`src/rtl/tte_pkg.sv`:
```
// Shared definitions for the TTE flow-table search path: widths, entry layout,
// lookup FSM encoding and the bucket hash shared with the table-update writer.
package tte_pkg;

  localparam int TTE_HASH_W = 12;
  localparam int TTE_PORT_W = 16;
  localparam int MAC_W      = 48;

  // Flow-table entry layout; bits 118:112 are reserved.
  localparam int ENT_PORTMAP_LSB = 0;
  localparam int ENT_DMAC_LSB    = 16;
  localparam int ENT_SMAC_LSB    = 64;
  localparam int ENT_VALID_BIT   = 119;
  localparam int ENT_W           = 120;

  typedef enum logic [2:0] {
    ST_IDLE,
    ST_HASH,
    ST_WAIT,
    ST_RESP,
    ST_GAP
  } tte_state_t;

  // XOR-fold of the eight 12-bit slices of {dmac, smac}.
  function automatic logic [TTE_HASH_W-1:0] tte_hash12(input logic [MAC_W-1:0] dmac,
                                                      input logic [MAC_W-1:0] smac);
    logic [2*MAC_W-1:0]    key;
    logic [TTE_HASH_W-1:0] h;
    key = {dmac, smac};
    h   = '0;
    for (int k = 0; k < 8; k++) h ^= key[TTE_HASH_W*k +: TTE_HASH_W];
    return h;
  endfunction

  function automatic logic [ENT_W-1:0] tte_entry(input logic [MAC_W-1:0]      dmac,
                                                 input logic [MAC_W-1:0]      smac,
                                                 input logic [TTE_PORT_W-1:0] portmap);
    logic [ENT_W-1:0] e;
    e = '0;
    e[ENT_PORTMAP_LSB +: TTE_PORT_W] = portmap;
    e[ENT_DMAC_LSB +: MAC_W]         = dmac;
    e[ENT_SMAC_LSB +: MAC_W]         = smac;
    e[ENT_VALID_BIT]                 = 1'b1;
    return e;
  endfunction

endpackage

```
`src/rtl/tte_sat_cnt16.sv`:
```
// 16-bit event counter that sticks at all-ones instead of wrapping.
module tte_sat_cnt16 (
  input  logic        clk,
  input  logic        rstn,
  input  logic        en,
  output logic [15:0] count
);

  // NOTE: sequential state uses non-blocking assignment so every flop samples pre-edge values.
  always_ff @(posedge clk or negedge rstn) begin
    if (!rstn) begin
      count <= '0;
    end else if (en && count != 16'hFFFF) begin
      count <= count + 16'd1;
    end
  end

endmodule

```
`src/rtl/tte_flow_lookup.sv`:
```
// Flow-table search initiator: hashes one header, runs the se_req/se_ack/se_nak
// handshake with a bounded wait, returns hit/miss/timeout and keeps statistics.
module tte_flow_lookup
  import tte_pkg::*;
#(
  parameter int                    TIMEOUT      = 8192,
  parameter logic [TTE_PORT_W-1:0] MISS_PORTMAP = 16'h0000
) (
  input  logic                  clk,
  input  logic                  rstn,
  input  logic                  hdr_valid,
  output logic                  hdr_ready,
  input  logic [MAC_W-1:0]      hdr_dmac,
  input  logic [MAC_W-1:0]      hdr_smac,
  output logic                  se_req,
  output logic [MAC_W-1:0]      se_dmac,
  output logic [MAC_W-1:0]      se_smac,
  output logic [TTE_HASH_W-1:0] se_hash,
  input  logic                  se_ack,
  input  logic                  se_nak,
  input  logic [TTE_PORT_W-1:0] se_result,
  output logic                  res_valid,
  input  logic                  res_ready,
  output logic                  res_hit,
  output logic                  res_timeout,
  output logic [TTE_PORT_W-1:0] res_portmap,
  output logic [15:0]           stat_hit,
  output logic [15:0]           stat_miss,
  output logic [15:0]           stat_tmo
);

  localparam int TMR_W = $clog2(TIMEOUT + 1);

  tte_state_t       state, state_nxt;
  logic [TMR_W-1:0] timer;
  logic             in_wait, hit_ev, miss_ev, tmo_ev;

  // Ack beats nak, and any answer beats a timeout landing on the same cycle.
  assign in_wait = (state == ST_WAIT);
  assign hit_ev  = in_wait & se_ack;
  assign miss_ev = in_wait & se_nak & ~se_ack;
  assign tmo_ev  = in_wait & ~se_ack & ~se_nak & (timer == TMR_W'(TIMEOUT - 1));

  assign hdr_ready = (state == ST_IDLE);
  assign res_valid = (state == ST_RESP);

  always_ff @(posedge clk or negedge rstn) begin
    if (!rstn) state <= ST_IDLE;
    else       state <= state_nxt;
  end

  // NOTE: next state gets a default before the case so no path leaves it unassigned (no latch).
  always_comb begin
    state_nxt = state;
    unique case (state)
      ST_IDLE: if (hdr_valid) state_nxt = ST_HASH;
      ST_HASH: state_nxt = ST_WAIT;
      ST_WAIT: if (hit_ev || miss_ev || tmo_ev) state_nxt = ST_RESP;
      ST_RESP: if (res_ready) state_nxt = ST_GAP;
      ST_GAP:  state_nxt = ST_IDLE;
      default: state_nxt = ST_IDLE;
    endcase
  end

  always_ff @(posedge clk or negedge rstn) begin
    if (!rstn) begin
      se_req      <= 1'b0;
      se_dmac     <= '0;
      se_smac     <= '0;
      se_hash     <= '0;
      timer       <= '0;
      res_hit     <= 1'b0;
      res_timeout <= 1'b0;
      res_portmap <= MISS_PORTMAP;
    end else begin
      unique case (state)
        ST_IDLE: if (hdr_valid) begin
          se_dmac <= hdr_dmac;
          se_smac <= hdr_smac;
        end
        ST_HASH: begin
          se_hash <= tte_hash12(se_dmac, se_smac);
          se_req  <= 1'b1;
          timer   <= '0;
        end
        ST_WAIT: begin
          if (hit_ev) begin
            se_req      <= 1'b0;
            res_hit     <= 1'b1;
            res_portmap <= se_result;
          end else if (miss_ev) begin
            se_req      <= 1'b0;
            res_hit     <= 1'b0;
            res_portmap <= MISS_PORTMAP;
          end else if (tmo_ev) begin
            se_req      <= 1'b0;
            res_hit     <= 1'b0;
            res_timeout <= 1'b1;
            res_portmap <= MISS_PORTMAP;
          end else begin
            timer <= timer + TMR_W'(1);
          end
        end
        ST_RESP: if (res_ready) begin
          res_hit     <= 1'b0;
          res_timeout <= 1'b0;
        end
        default: ;
      endcase
    end
  end

  tte_sat_cnt16 u_cnt_hit  (.clk(clk), .rstn(rstn), .en(hit_ev),  .count(stat_hit));
  tte_sat_cnt16 u_cnt_miss (.clk(clk), .rstn(rstn), .en(miss_ev), .count(stat_miss));
  tte_sat_cnt16 u_cnt_tmo  (.clk(clk), .rstn(rstn), .en(tmo_ev),  .count(stat_tmo));

endmodule

```
`config.mk`:
```
export PLATFORM = sky130hd
export DESIGN_NAME = tte_flow_lookup
export DESIGN_NICKNAME = d
export VERILOG_FILES = /design/src/rtl/tte_pkg.sv /design/src/rtl/tte_sat_cnt16.sv /design/src/rtl/tte_flow_lookup.sv
export SDC_FILE = /design/constraint.sdc
export NUM_CORES = 1
export LEC_CHECK = 0
export ABC_AREA = 1
export BUFFER_PORTS_ARGS = -buffer_cell sky130_fd_sc_hd__buf_2
export CORE_ASPECT_RATIO = 1.25
export CORE_MARGIN = 2
export CORE_UTILIZATION = 55
export DETAILED_ROUTE_END_ITERATION = 10
export GPL_TIMING_DRIVEN = 1
export PLACE_DENSITY = 0.89
export SLEW_MARGIN = 10
export SYNTH_ARGS = -nofsm -noshare
export SYNTH_HDL_FRONTEND = slang
export SYNTH_HIERARCHICAL = 1
export SYNTH_SLANG_ARGS = --single-unit
```
`constraint.sdc`:
```
create_clock -name clk -period 4.07 [get_ports clk]
set_input_delay 0.814 -clock clk [delete_from_list [all_inputs] [get_ports clk]]
set_output_delay 0.814 -clock clk [all_outputs]
set_load 0.03 [all_outputs]
```
==> impl_metrics.toml <==
[clock_network]
cts_sinks = 192
cts_resized = 0
clock_latency_ns = 0.43
clkSlewWorstSetupHoldPaths_ns = 0.08
clockBufferDepth = 2
cts-root-buf = "clkbuf_16"
tritoncts = "built"
cts_buffers = 17
ctsHoldBuffers = 0
cts_post_setup_buffers_inserted = 0
h-tree-depth = 4

[timing]
setup_viol_count_final = 0
min_period_ns = 2.32
rsz0062_at_grt = "no"
post-route-period-util_pct = 57.1
clock_skew_ns = 0.0137
max_slew_margin_pct = 42.5
finalHoldViolCount = 0
tightest_slew_ns = 0.862
fin_setup_tns_ns = 0
fmax_mhz = 430
slew_viol_final = 0
hold_slack_ns = 0.469

[synthesis]
synthFlopType = "dfrtp_1"
synth_area_leaders = "dfrtp_1, nand2_1, nand3_1, inv_1, nor2_1"
synth_most_common_cell = "nand2_1"
synth_nets = 1412
synth-seq-area-share_pct = 45.9
synth_xor_area_share_pct = 4.10
syn_area_um2 = 10500
synth_compound_area_share_pct = 4.71
ys_seq_elements = 192
synthMuxAreaShare_pct = 5.67
synth_area_per_cell_um2 = 8.11
synth_top_area_share_pct = 45.9
yosys.area.top_type = "dfrtp_1"
ys_types = 35
synth_common_cells = "nand2_1, dfrtp_1, inv_1"
synth_simple_gate_area_share_pct = 31.6
synth_edf_count = 0
syn_inst = 1290
async_reset_ff_share_pct = 100
synth_top_family_by_area = "simple AND/OR/NAND/NOR gates"
yosysWarningCount = 6
synth-adder-area-share_pct = 0.478

[floorplan]
die_w_um = 127
row_count = 56
core-area_um2 = 18700
num_io_pins = 295
start_util_pct = 55.9
die_y_um = 158
die-area_um2 = 20100

[global_routing]
first_global_vias = 9208
antenna_found_initial = 2
grtUsageTotal_pct = 26.8
grt_max_degree = 97
grt_overflow = 0
grt_pass1_wl_um = 43000

[detailed_routing]
post-route-drc-count = 0
vias = 9519
antenna_left = 0
post_drt_via_cell_ratio = 5.22
drt_first_iter_violations = 638
wl_per_cell_um = 15.0
drt_first_pass_iters = 6
routed_wl_um = 27300

[pwr]
p_leak_nw = 6.87
ir_drop_mv = 0.644
p_per_area_nw_per_um2 = 823

[setup_path]
path_class = "flop to flop"
worst-path-buf-inv = 2
arrival_ns = 2.69
endpoint_kind = "flop"
crit_path_max_incr_delay_ns = 0.46
worstPathRequired_ns = 4.44
crit_slowest_cell = "nor4_1"
start_kind = "flop"
worstPathCellList = "nor2_2 > nand3_2 > inv_1 > nand3_1 > nor4_1 > inv_1 > nor2_4 > nand2_1 > nand2_1"
critPathMaxFanout = 16
critPathTopFamily = "simple AND/OR/NAND/NOR gates"

[cells_and_area]
final_nets = 1701
drive_gt1_share_pct = 28.1
final_design_area_no_fill_um2 = 12700
area_growth_pct = 21.3

[place]
hpwl_um = 20700
numPortBuffers = 294
gp_congestion = 0.902
place_area_um2 = 12100

[flow_run]
maxCapViolations = 0

[hold_path]
hold_path.class = "primary input to asynchronous set/reset pin"

[status]
status = "finished, final reports clean"
==> cells by family after synthesis <==
group,Yosys count
AND/OR/NAND/NOR,737
flip-flops,192
buffers and inverters,170
AO/OA/AOI/OAI,93
XOR/XNOR,49
multiplexers,45
adder cells (fa/ha/maj),4
==> layer usage <==
metal | part of all wire [%] | up-vias | routed length, µm | GRT usage, %
met2 | 52 | 344 | 14200 | 48.6
met1 | 37 | 4467 | 10100 | 28.7
li1 | - | 4640 | - | -
met3 | 6.4 | 66 | 1750 | 7.10
met4 | 4.5 | 2 | 1220 | 13.7
met5 | 0.040 | - | 11 | 0
==> path summary, 6_finish.rpt <==
path	start	to	slack, ns	cells past startpoint
min in group clk	res_hit	res_hit	0.48	2
worst max register to register	state[0]	u_cnt_tmo/count[4]	1.75	9
worst max-delay path	state[0]	u_cnt_tmo/count[4]	1.75	9
max in group asynchronous	rstn	u_cnt_hit/count[4]	2.64	2
worst min-delay path	rstn	se_smac[47]	0.47	1
worst min register to register	res_hit	res_hit	0.48	2
==> through the flow <==
| step | util, % | setup slack [ns] | cells | power, mW |
|---|---|---|---|---|
| floorplan | - | 1.74 | 1290 | 7.14 |
| global placement | 64.4 | 1.43 | 1792 | 8.47 |
| detailed placement | 64.4 | 1.33 | 1792 | 8.67 |
| CTS | 67.9 | 1.74 | 1824 | 10.5 |
| global route | 67.9 | 1.44 | 1825 | 11.2 |
| finish | 67.9 | 1.75 | 1825 | 10.5 |
==> placed cells by master, fill, tap and decap left out, types with 6 or more instances in the layout <==
cell type | synthesis | final
nor2_1 | 110 | 110
nand3_1 | 102 | 102
inv_1 | 136 | 136
clkbuf_16 | 0 | 17
nand2_1 | 442 | 441
xnor2_1 | 36 | 36
mux2_2 | 22 | 22
a21oi_1 | 53 | 53
nand4_1 | 21 | 21
dfrtp_1 | 192 | 192
mux2_4 | 23 | 23
buf_2 | 3 | 293
xor2_1 | 13 | 13
nand3_2 | 11 | 11
nor2_4 | 13 | 13
nor2_2 | 11 | 11
o21ai_2 | 6 | 6
o21ai_1 | 9 | 9
o21ai_0 | 23 | 23
nand2_2 | 12 | 12
==> area by class of cell <==
cell class | instances | area [µm²]
Clock buffer | 19 | 453
Tap cell | 232 | 290
Timing Repair Buffer | 300 | 1550
Antenna cell | 1 | 2.50
Fill cell | 1495 | 6010
Inverter | 140 | 526
Sequential cell | 192 | 4800
Multi-Input combinational cell | 928 | 4880
Clock inverter | 13 | 189
==> state kept, by name, indices dropped and copies added (netlist names) <==
name / count
se_dmac: 48
se_smac: 48
res_portmap: 16
u_cnt_hit/count: 16
u_cnt_miss/count: 16
u_cnt_tmo/count: 16
timer: 14
se_hash: 12
state: 3
res_hit: 1
res_timeout: 1
se_req: 1
==> worst reg2reg max path, cell delays in order, from the launching register on <==
cell     delay, ns
dfrtp_1       0.44
nor2_2        0.24
nand3_2       0.16
inv_1         0.11
nand3_1       0.09
nor4_1        0.46
inv_1         0.18
nor2_4        0.39
nand2_1       0.11
nand2_1       0.09
==> power by group <==
group	switching [mW]	leakage [nW]	internal [mW]
sequential	0.683	2.30	2.61
combinational	3.59	4.25	1.76
clock	0.786	0.314	1.03
total	5.06	6.87	5.40
No activity file was read; power rests on OpenSTA's default activity.
